### src/rtl/memory_request_arbiter.sv
// memory_request_arbiter: shares the single MemoryController request port between I-fetch and D requesters.
// Optional macro ARB_ROUND_ROBIN_EN: alternate grants on contention instead of fixed D-over-I priority.
module memory_request_arbiter #(
  parameter int addressWidth    = 64,
  parameter int blockWidth      = 256,
  parameter int blockOffsetBits = 5,
  parameter int timeoutCycles   = 255
) (
  input  logic                    clock_i,
  input  logic                    reset_i,
  input  logic [addressWidth-1:0] iAddress_i,
  input  logic                    iRequest_i,
  output logic                    iAccept_o,
  output logic                    iBlockValid_o,
  input  logic [addressWidth-1:0] dAddress_i,
  input  logic [blockWidth-1:0]   dData_i,
  input  logic                    dIsWrite_i,
  input  logic                    dRequest_i,
  output logic                    dAccept_o,
  output logic                    dBlockValid_o,
  output logic                    dWriteDone_o,
  output logic [blockWidth-1:0]   block_o,
  output logic                    timeout_o,
  output logic [addressWidth-1:0] address_o,
  output logic [blockWidth-1:0]   data_o,
  output logic                    isMemWrite_o,
  output logic                    requestEnable_o,
  input  logic [blockWidth-1:0]   block_i,
  input  logic [addressWidth-1:0] blockAddress_i,
  input  logic                    blockOutEnable_i,
  input  logic                    isMemoryEngaged_i,
  output logic [1:0]              debugState_o
);

  // Handshake: a requester raises xRequest_i with its operands stable and holds it until the
  // single-cycle xAccept_o pulse; it drops the request the following cycle. Completion is reported
  // by a single-cycle xBlockValid_o / dWriteDone_o pulse; block_o is meaningful only during that pulse.

  typedef enum logic [1:0] {
    IDLE      = 2'd0,
    ISSUE     = 2'd1,
    WAIT_RESP = 2'd2
  } state_t;

  localparam logic [7:0] timerLast = 8'(timeoutCycles - 1);

  state_t     state;
  state_t     stateNext;
  logic       ownerD;
  logic       engagedSeen;
  logic [7:0] timer;

  logic pickD;
  logic grantI;
  logic grantD;
  logic readDone;
  logic writeDone;
  logic timeoutFire;

  assign debugState_o = state;

`ifdef ARB_ROUND_ROBIN_EN
  // lastOwnerD resets to I so that D wins the first contention.
  logic lastOwnerD;

  assign pickD = dRequest_i && (!iRequest_i || !lastOwnerD);

  always_ff @(posedge clock_i) begin
    if (reset_i) begin
      lastOwnerD <= 1'b0;
    end else if (grantI || grantD) begin
      lastOwnerD <= grantD;
    end
  end
`else
  assign pickD = dRequest_i;
`endif

  always_comb begin
    stateNext   = state;
    grantI      = 1'b0;
    grantD      = 1'b0;
    readDone    = 1'b0;
    writeDone   = 1'b0;
    timeoutFire = 1'b0;
    unique case (state)
      IDLE: begin
        if (!isMemoryEngaged_i && (iRequest_i || dRequest_i)) begin
          grantD    = pickD;
          grantI    = !pickD;
          stateNext = ISSUE;
        end
      end
      ISSUE: stateNext = WAIT_RESP;
      WAIT_RESP: begin
        // A write is finished only once the controller has been seen busy and then idle again.
        if (isMemWrite_o) begin
          writeDone = engagedSeen && !isMemoryEngaged_i;
        end else begin
          readDone = blockOutEnable_i && (blockAddress_i == address_o);
        end
        if (readDone || writeDone) begin
          stateNext = IDLE;
        end else if (timer == timerLast) begin
          timeoutFire = 1'b1;
          stateNext   = IDLE;
        end
      end
      default: stateNext = IDLE;
    endcase
  end

  always_ff @(posedge clock_i) begin
    if (reset_i) begin
      state           <= IDLE;
      ownerD          <= 1'b0;
      engagedSeen     <= 1'b0;
      timer           <= '0;
      iAccept_o       <= 1'b0;
      dAccept_o       <= 1'b0;
      requestEnable_o <= 1'b0;
      iBlockValid_o   <= 1'b0;
      dBlockValid_o   <= 1'b0;
      dWriteDone_o    <= 1'b0;
      timeout_o       <= 1'b0;
      block_o         <= '0;
      address_o       <= '0;
      data_o          <= '0;
      isMemWrite_o    <= 1'b0;
    end else begin
      state           <= stateNext;
      iAccept_o       <= grantI;
      dAccept_o       <= grantD;
      requestEnable_o <= grantI || grantD;
      iBlockValid_o   <= readDone && !ownerD;
      dBlockValid_o   <= readDone && ownerD;
      dWriteDone_o    <= writeDone;

      if (grantD) begin
        address_o    <= {dAddress_i[addressWidth-1:blockOffsetBits], {blockOffsetBits{1'b0}}};
        data_o       <= dData_i;
        isMemWrite_o <= dIsWrite_i;
        ownerD       <= 1'b1;
      end else if (grantI) begin
        address_o    <= {iAddress_i[addressWidth-1:blockOffsetBits], {blockOffsetBits{1'b0}}};
        data_o       <= '0;
        isMemWrite_o <= 1'b0;
        ownerD       <= 1'b0;
      end

      if (state == ISSUE) begin
        timer       <= '0;
        engagedSeen <= 1'b0;
      end else if (state == WAIT_RESP) begin
        timer <= timer + 8'd1;
        if (isMemWrite_o && isMemoryEngaged_i) begin
          engagedSeen <= 1'b1;
        end
      end

      if (readDone) begin
        block_o <= block_i;
      end
      if (timeoutFire) begin
        timeout_o <= 1'b1;
      end
    end
  end

endmodule
### config.mk
export PLATFORM = sky130hd
export DESIGN_NAME = memory_request_arbiter
export DESIGN_NICKNAME = d
export VERILOG_FILES = /design/src/rtl/memory_request_arbiter.sv
export SDC_FILE = /design/constraint.sdc
export NUM_CORES = 1
export LEC_CHECK = 0
export CAP_MARGIN = 20
export CORE_AREA = 2 2 511 513
export CTS_CLUSTER_SIZE = 14
export DETAILED_ROUTE_END_ITERATION = 16
export DIE_AREA = 0 0 513 515
export PLACE_DENSITY_LB_ADDON = 0.15
export SETUP_SLACK_MARGIN = 0.3
export SLEW_MARGIN = 20
export SYNTH_ARGS = -nofsm -noshare
export SYNTH_HDL_FRONTEND = slang
export SYNTH_SLANG_ARGS = --single-unit
### constraint.sdc
create_clock -name clock_i -period 4.6 [get_ports clock_i]
set_input_delay 1.15 -clock clock_i [delete_from_list [all_inputs] [get_ports clock_i]]
set_output_delay 1.15 -clock clock_i [all_outputs]
set_load 0.01 [all_outputs]
==> reports/qor.txt, run 1 <==
status: complete, no violations
number of port buffers: 1,281
Placed Cells incl. Taps: 6,711
Net Sw Frac: 26.9%
Final Util: 16.7%
Worst Path Required: 5260 ps
YS warnings: 0
critical path peak fanout: 3
Area contributors post-synth: dfxtp_1 51%, nand2b_1 14%, mux2i_1 14%
Post-Syn Area: 23,200 sq um
initial antenna violation count: 91
via count: 21,300
TNS Setup: 0 ps
Root Buffer: clkbuf_16
Initial Utilization: 8.98%
synth cell count leaders: 591 x dfxtp_1, 515 x nand2b_1, 315 x mux2i_1, 257 x a22o_1, 103 x clkbuf_1
Synth Register Bits: 591
Avg Vias per Cell: 3.09
Max Clock Freq: 0.287 GHz
Die Wd: 513 um
Final Net Count: 4,109
final instance area: 43,100 sq um
die area: 264,000 sq um
initial DRC count: 834
top-area cell type share of the netlist area: 50.9%
max_slew headroom: 19.9%
Pwr Density: 336 nW/um^2
Final WS setup: 1120 ps
CTS max path bufs: 3
Setup crit start kind: input pin
skew final: 48.7 ps
Num Clock Sinks: 591
Worst-path clk slew: 50 ps
vias in the first global route: 22,100
CTS tree: done
DR pass1 iterations: 5
slew at the pin closest to its max-slew limit: 1200 ps
Synth cell types: 33
grt total ovfl: 0
Crit. End Element: register
Post-CTS Setup Repair Bufs: 0
asr flop ratio synth: 0%
Finished Layout Cells: 6,888
Synth-to-Final Area Change: 85.6%
Tcrit/Tclk final: 75.7%
hpwl dp: 127 mm
crit path kind: input pin to register
RSZ-0062 raised after global routing: false
Post-synth EDFFs: 0
CTS H-tree depth: 3
P_int: 10.6 mW
maxcap violations: 0
CP arrival: 4140 ps
Post-synth top flop: dfxtp_1
Place WS: 329 ps
Clk Latency, worst-skew pair: 730 ps
die height: 515 um
Synth Instances: 2,133
wire per inst: 22.8 um
sequential share of power: 37.4%
Overall Global Routing Usage: 11.4%
Tightest Hold Check Type: register to register
placer's final routability congestion estimate: 0.806
combinational fraction of design power: 13.8%
post-route minimum period: 3480 ps
Max VDD drop: 253 uV
Seq/Total Area, Yosys: 50.9%
origin of the critical flop-to-flop path: address_o[11]
Synth Area per Inst: 10.9 sq um
hold_sp: block_o[121]
largest net degree at the start of global routing: 257
clock network fraction of design power: 48.8%
# rows: 187
switching power: 3.90 mW
final setup fails: 0
dpl cell area: 40,100 sq um
count of final hold-check violations: 0
cts hold-fix bufs: 0
Num CTS Buffers: 85
DRT Wirelength: 157 mm
area leader, netlist: dfxtp_1
Slew Limit Fails: 0
P_leak: 14.2 nW
first-pass GRT wire length: 206 mm
DRC: 0
post-CTS resize count: 0
CP Launch Point: blockAddress_i[11]
share of cells above drive strength 1: 5.95%
CORE AREA: 259,000 sq um
io pins: 1,297
Routed Antenna Nets: 0
most frequent cell after synthesis: dfxtp_1
## sequential cells by signal, summed over array words and instances, names as in the netlist
| name | cells |
|---|---|
| address_o | 59 |
| iAccept_o | 1 |
| ownerD | 1 |
| timer | 8 |
| debugState_o | 2 |
| data_o | 256 |
| dBlockValid_o | 1 |
| dAccept_o | 1 |
| block_o | 256 |
| timeout_o | 1 |
| iBlockValid_o | 1 |
| requestEnable_o | 1 |
| engagedSeen | 1 |
| isMemWrite_o | 1 |
| dWriteDone_o | 1 |
## power groups by stage
stage	clock, mW	combinational (mW)	sequential [mW]
floorplan	0	0.568	5.57
finish	7.07	2.00	5.42
detailed placement	0	2.05	5.53
global route	7.60	2.14	5.44
CTS	7.46	2.06	5.42
global placement	0	2.06	5.53
## logic make-up (layout without fill, tap and decap cells)
group | Yosys count | in the layout | share of synthesized area (%)
AO/OA/AOI/OAI | 327 | 327 | 11.9
other | 1 | 31 | 0.0161
AND/OR/NAND/NOR | 655 | 655 | 16.8
flip-flops | 591 | 591 | 50.9
adder cells (fa/ha/maj) | 2 | 2 | 0.108
buffers and inverters | 178 | 1501 | 4.27
multiplexers | 315 | 315 | 13.6
XOR/XNOR | 64 | 64 | 2.41
## area by class of cell
type / instances / area, sq um
Sequential cell: 591 / 11800
Multi-Input combinational cell: 1368 / 10400
Fill cell: 28800 / 215000
Antenna cell: 26 / 65.1
Timing Repair Buffer: 1349 / 13600
Clock inverter: 27 / 474
Tap cell: 3402 / 4260
Inverter: 1 / 3.75
Clock buffer: 124 / 2460
## layer usage
metal	track usage, %	vias to the layer above	part of all wire [%]
met2	19.5	951	48
met3	5.82	274	11
met4	3.89	96	3.0
li1	-	10000	-
met1	12.0	9936	37
met5	0	-	0.38
## cells in the final DEF, fill, tap and decap left out, types with 3 or more instances in the layout
cell             instances
nor4_1                  10
clkdlybuf4s50_1       1280
nand4_1                 33
a22o_1                 257
nand2b_1               515
nor2_1                  73
diode_2                 26
buf_12                  18
dfxtp_1                591
o21ai_0                  3
mux2i_1                315
nand3_1                  3
nor3_1                   3
a21oi_1                  4
bufinv_16                8
buf_4                   50
clkbuf_1                20
a211oi_1                60
xor2_1                   4
clkbuf_8                19
clkbuf_16               85
clkinv_2                10
xnor2_1                 60
clkinv_16                4
nand2_1                  7
conb_1                   5
## metrics by stage
step	hold WS, ps	total power, mW
after floorplan	415	6.14
after global placement	453	7.59
after CTS	472	14.9
after global routing	484	15.2
after detailed placement	454	7.58
final	467	14.5
## critical path: stages
cell	delay, ps
clkdlybuf4s50_1	430
xnor2_1	620
nand4_1	170
nor4_1	640
buf_4	230
nand4_1	320
nor4b_1	380
buf_4	180
## path summary, 6_finish.rpt
kind	end	slack (ps)	cells after the start
worst min-delay path	block_o[121]	470	2
worst max-delay path	dBlockValid_o	1120	8
worst max register to register	dBlockValid_o	1620	7
worst min register to register	block_o[121]	470	2
No activity file was read; power rests on OpenSTA's default activity.
==> inputs of run 2 (changes only) <==
- CORE_AREA: 2 2 511 513 -> 2 2 500 502
- DIE_AREA: 0 0 513 515 -> 0 0 502 504
- clock period: 4.6 -> 3.24 ns (I/O delays scaled with it)
==> reports/qor.txt, run 2 (synthesis gave the netlist of run 1 again) <==
RR Endpoint: block_o[52]
CTS H-tree depth: 3 (unchanged)
Final WS setup: 357 ps (-759 ps)
busiest grt layer: met2
P_leak: 15.0 nW (+5.0%)
Max VDD drop: 434 uV (+72%)
via count: 21,400 (+0.51%)
# rows: 183 (-2.1%)
dpl cell area: 40,600 sq um (+1.3%)
status: complete, no violations
Clk Latency, worst-skew pair: 740 ps (about the same)
biggest regs: block_o x256, data_o x256, address_o x59
count of final hold-check violations: 0 (unchanged)
crit path kind: input pin to register
commonest non-fill, non-tap cells in the layout: 1,271 x clkdlybuf4s50_1, 591 x dfxtp_1, 515 x nand2b_1
Initial Utilization: 9.38% (+0.40 points)
CP delay by family, top: buffers and inverters
Slew Limit Fails: 0 (unchanged)
Crit. End Element: register
Worst Hold Path EP: block_o[120]
CTS max path bufs: 3 (unchanged)
hold_sp: block_o[120]
critical path peak fanout: 8 (+5)
CP arrival: 3490 ps (-650 ps)
Avg Vias per Cell: 3.10 (+0.53%)
Pwr Density: 469 nW/um^2 (+39%)
Num Clock Sinks: 591 (unchanged)
met2 Track Usage GR: 20.6% (+1.1 points)
Worst Path Required: 3850 ps (-1410 ps)
GR Layer Usage met3: 5.70% (-0.12 points)
leading cell type in the layout, fill and taps excluded: clkdlybuf4s50_1
largest net degree at the start of global routing: 139 (-46%)
hold slack: 467 ps (+0.0710 ps)
wire per inst: 22.6 um (-0.65%)
Reg2Reg Depth: 13 (+6)
GR Util met1: 12.5% (+0.49 points)
post-route minimum period: 2880 ps
max_slew headroom: 51.8% (+32 points)
DR pass1 iterations: 4 (-1)
DRC: 0 (unchanged)
hpwl dp: 127 mm (-0.29%)
final setup fails: 0 (unchanged)
Tcrit/Tclk final: 89.0%
placer's final routability congestion estimate: 0.830 (+3.0%)
first-pass GRT wire length: 204 mm (-0.90%)
Tightest Hold Check Type: register to register
Synth-to-Final Area Change: 90.1%
Max Clock Freq: 0.347 GHz
die area: 253,000 sq um (-4.2%)
number of port buffers: 1,281 (unchanged)
initial DRC count: 960 (+15%)
slew at the pin closest to its max-slew limit: 715 ps (-487 ps)
crit path max-delay cell type: clkdlybuf4s50_1
Setup crit start kind: input pin
share of cells above drive strength 1: 8.93% (+3.0 points)
Final Net Count: 4,191 (+2.0%)
worst path cell trace: clkdlybuf4s50_1 -> xnor2_4 -> nand4_1 -> nor4_2 -> buf_4 -> nand4_1 -> buf_6 -> nor2_4 -> buf_12 -> buf_12 -> buf_16 -> clkbuf_16 -> mux2i_1
Final Util: 17.8% (+1.2 points)
Place WS: -694 ps (-1020 ps)
hold path depth: 2 (unchanged)
die height: 504 um (-2.1%)
Die Wd: 502 um (-2.1%)
maxcap violations: 0 (unchanged)
CTS tree: done
RSZ-0062 raised after global routing: false
vias in the first global route: 22,200 (+0.43%)
worst path bufs/invs: 7 (+4)
Num CTS Buffers: 85 (unchanged)
initial antenna violation count: 66 (-27%)
Reg2Reg Setup Slack: 430 ps (-1190 ps)
io pins: 1,297 (unchanged)
grt total ovfl: 0 (unchanged)
Worst-path clk slew: 50 ps (about the same)
TNS Setup: 0 ps (unchanged)
skew final: 80.2 ps (+31.5 ps)
Root Buffer: clkbuf_16
DRT Wirelength: 156 mm (-0.66%)
Overall Global Routing Usage: 11.7% (+0.33 points)
max incr delay on CP: 500 ps (-140 ps)
Routed Antenna Nets: 0 (unchanged)
origin of the critical flop-to-flop path: address_o[10]
CORE AREA: 248,000 sq um (-4.3%)
final instance area: 44,100 sq um (+2.4%)
[run 2: changes by cell type in the layout (fill, tap and decap cells not counted), sizes merged]
cell / change
clkdlybuf4s50: -9
clkinvlp: -2
dlygate4sd2: +1
clkinv: +9
clkbuf: +11
diode: -18
inv: -3
buf: +78
bufinv: -4
dlymetal6s2s: +8
[run 2: routing by layer]
metal | part of all wire [%] | vias up
li1 | - | 10100
met1 | 38 | 9993
met2 | 49 | 937
met3 | 11 | 223
met4 | 2.1 | 70
met5 | 0.27 | -
[run 2: power breakdown]
| group | switching [mW] | total [mW] | internal (mW) |
|---|---|---|---|
| clock network | 4.16 | 10.0 | 5.84 |
| registers | 0.189 | 7.70 | 7.51 |
| logic | 1.28 | 3.00 | 1.72 |
| total | 5.63 | 20.7 | 15.1 |
[run 2: worst register-to-register path: cells and delay by family (launching register included)]
kind | cells | cell delay [ps]
buf+inv | 7 | 1210
xor+xnor | 1 | 340
flops | 1 | 350
simple gates | 4 | 690
mux | 1 | 170
[run 2: worst max-delay path by stage]
stage / end / start / cells after the start / slack [ps]
5_1_grt: block_o[35] / blockOutEnable_i / 12 / 290
2_1_floorplan: block_o[100] / blockAddress_i[1] / 8 / 900
3_5_place_dp: block_o[15] / blockAddress_i[11] / 13 / -690
3_3_place_gp: block_o[77] / blockAddress_i[11] / 12 / -700
4_1_cts: block_o[15] / blockAddress_i[11] / 13 / 310
6_report: block_o[52] / blockAddress_i[9] / 13 / 360
[run 2: area by class of cell]
class | count | area, sq um
flip-flops and latches | 591 | 11800
multi-input cells | 1368 | 10600
repair buffers | 1431 | 14500
clock buffers | 131 | 2570
fillers | 27400 | 203000
well taps | 3330 | 4170
clock inverters | 27 | 418
inverters | 1 | 3.75
diodes | 8 | 20.0
[run 2: repair_timing]
item                       4_1_cts  5_1_grt
hold endpoints to repair         0        0
pin swaps                        3        6
buffers inserted                 2        8
cloned                           0        4
gates resized for setup         12       38
setup endpoints to repair      235      239
hold buffers                     0        0
[run 2: metrics by stage]
stage          std cells  power (mW)
2_1_floorplan       2137        8.72
3_3_place_gp        6707        10.9
3_5_place_dp        6707        10.9
4_1_cts             6867        21.3
5_1_grt             6881        21.7
6_report            6887        20.7
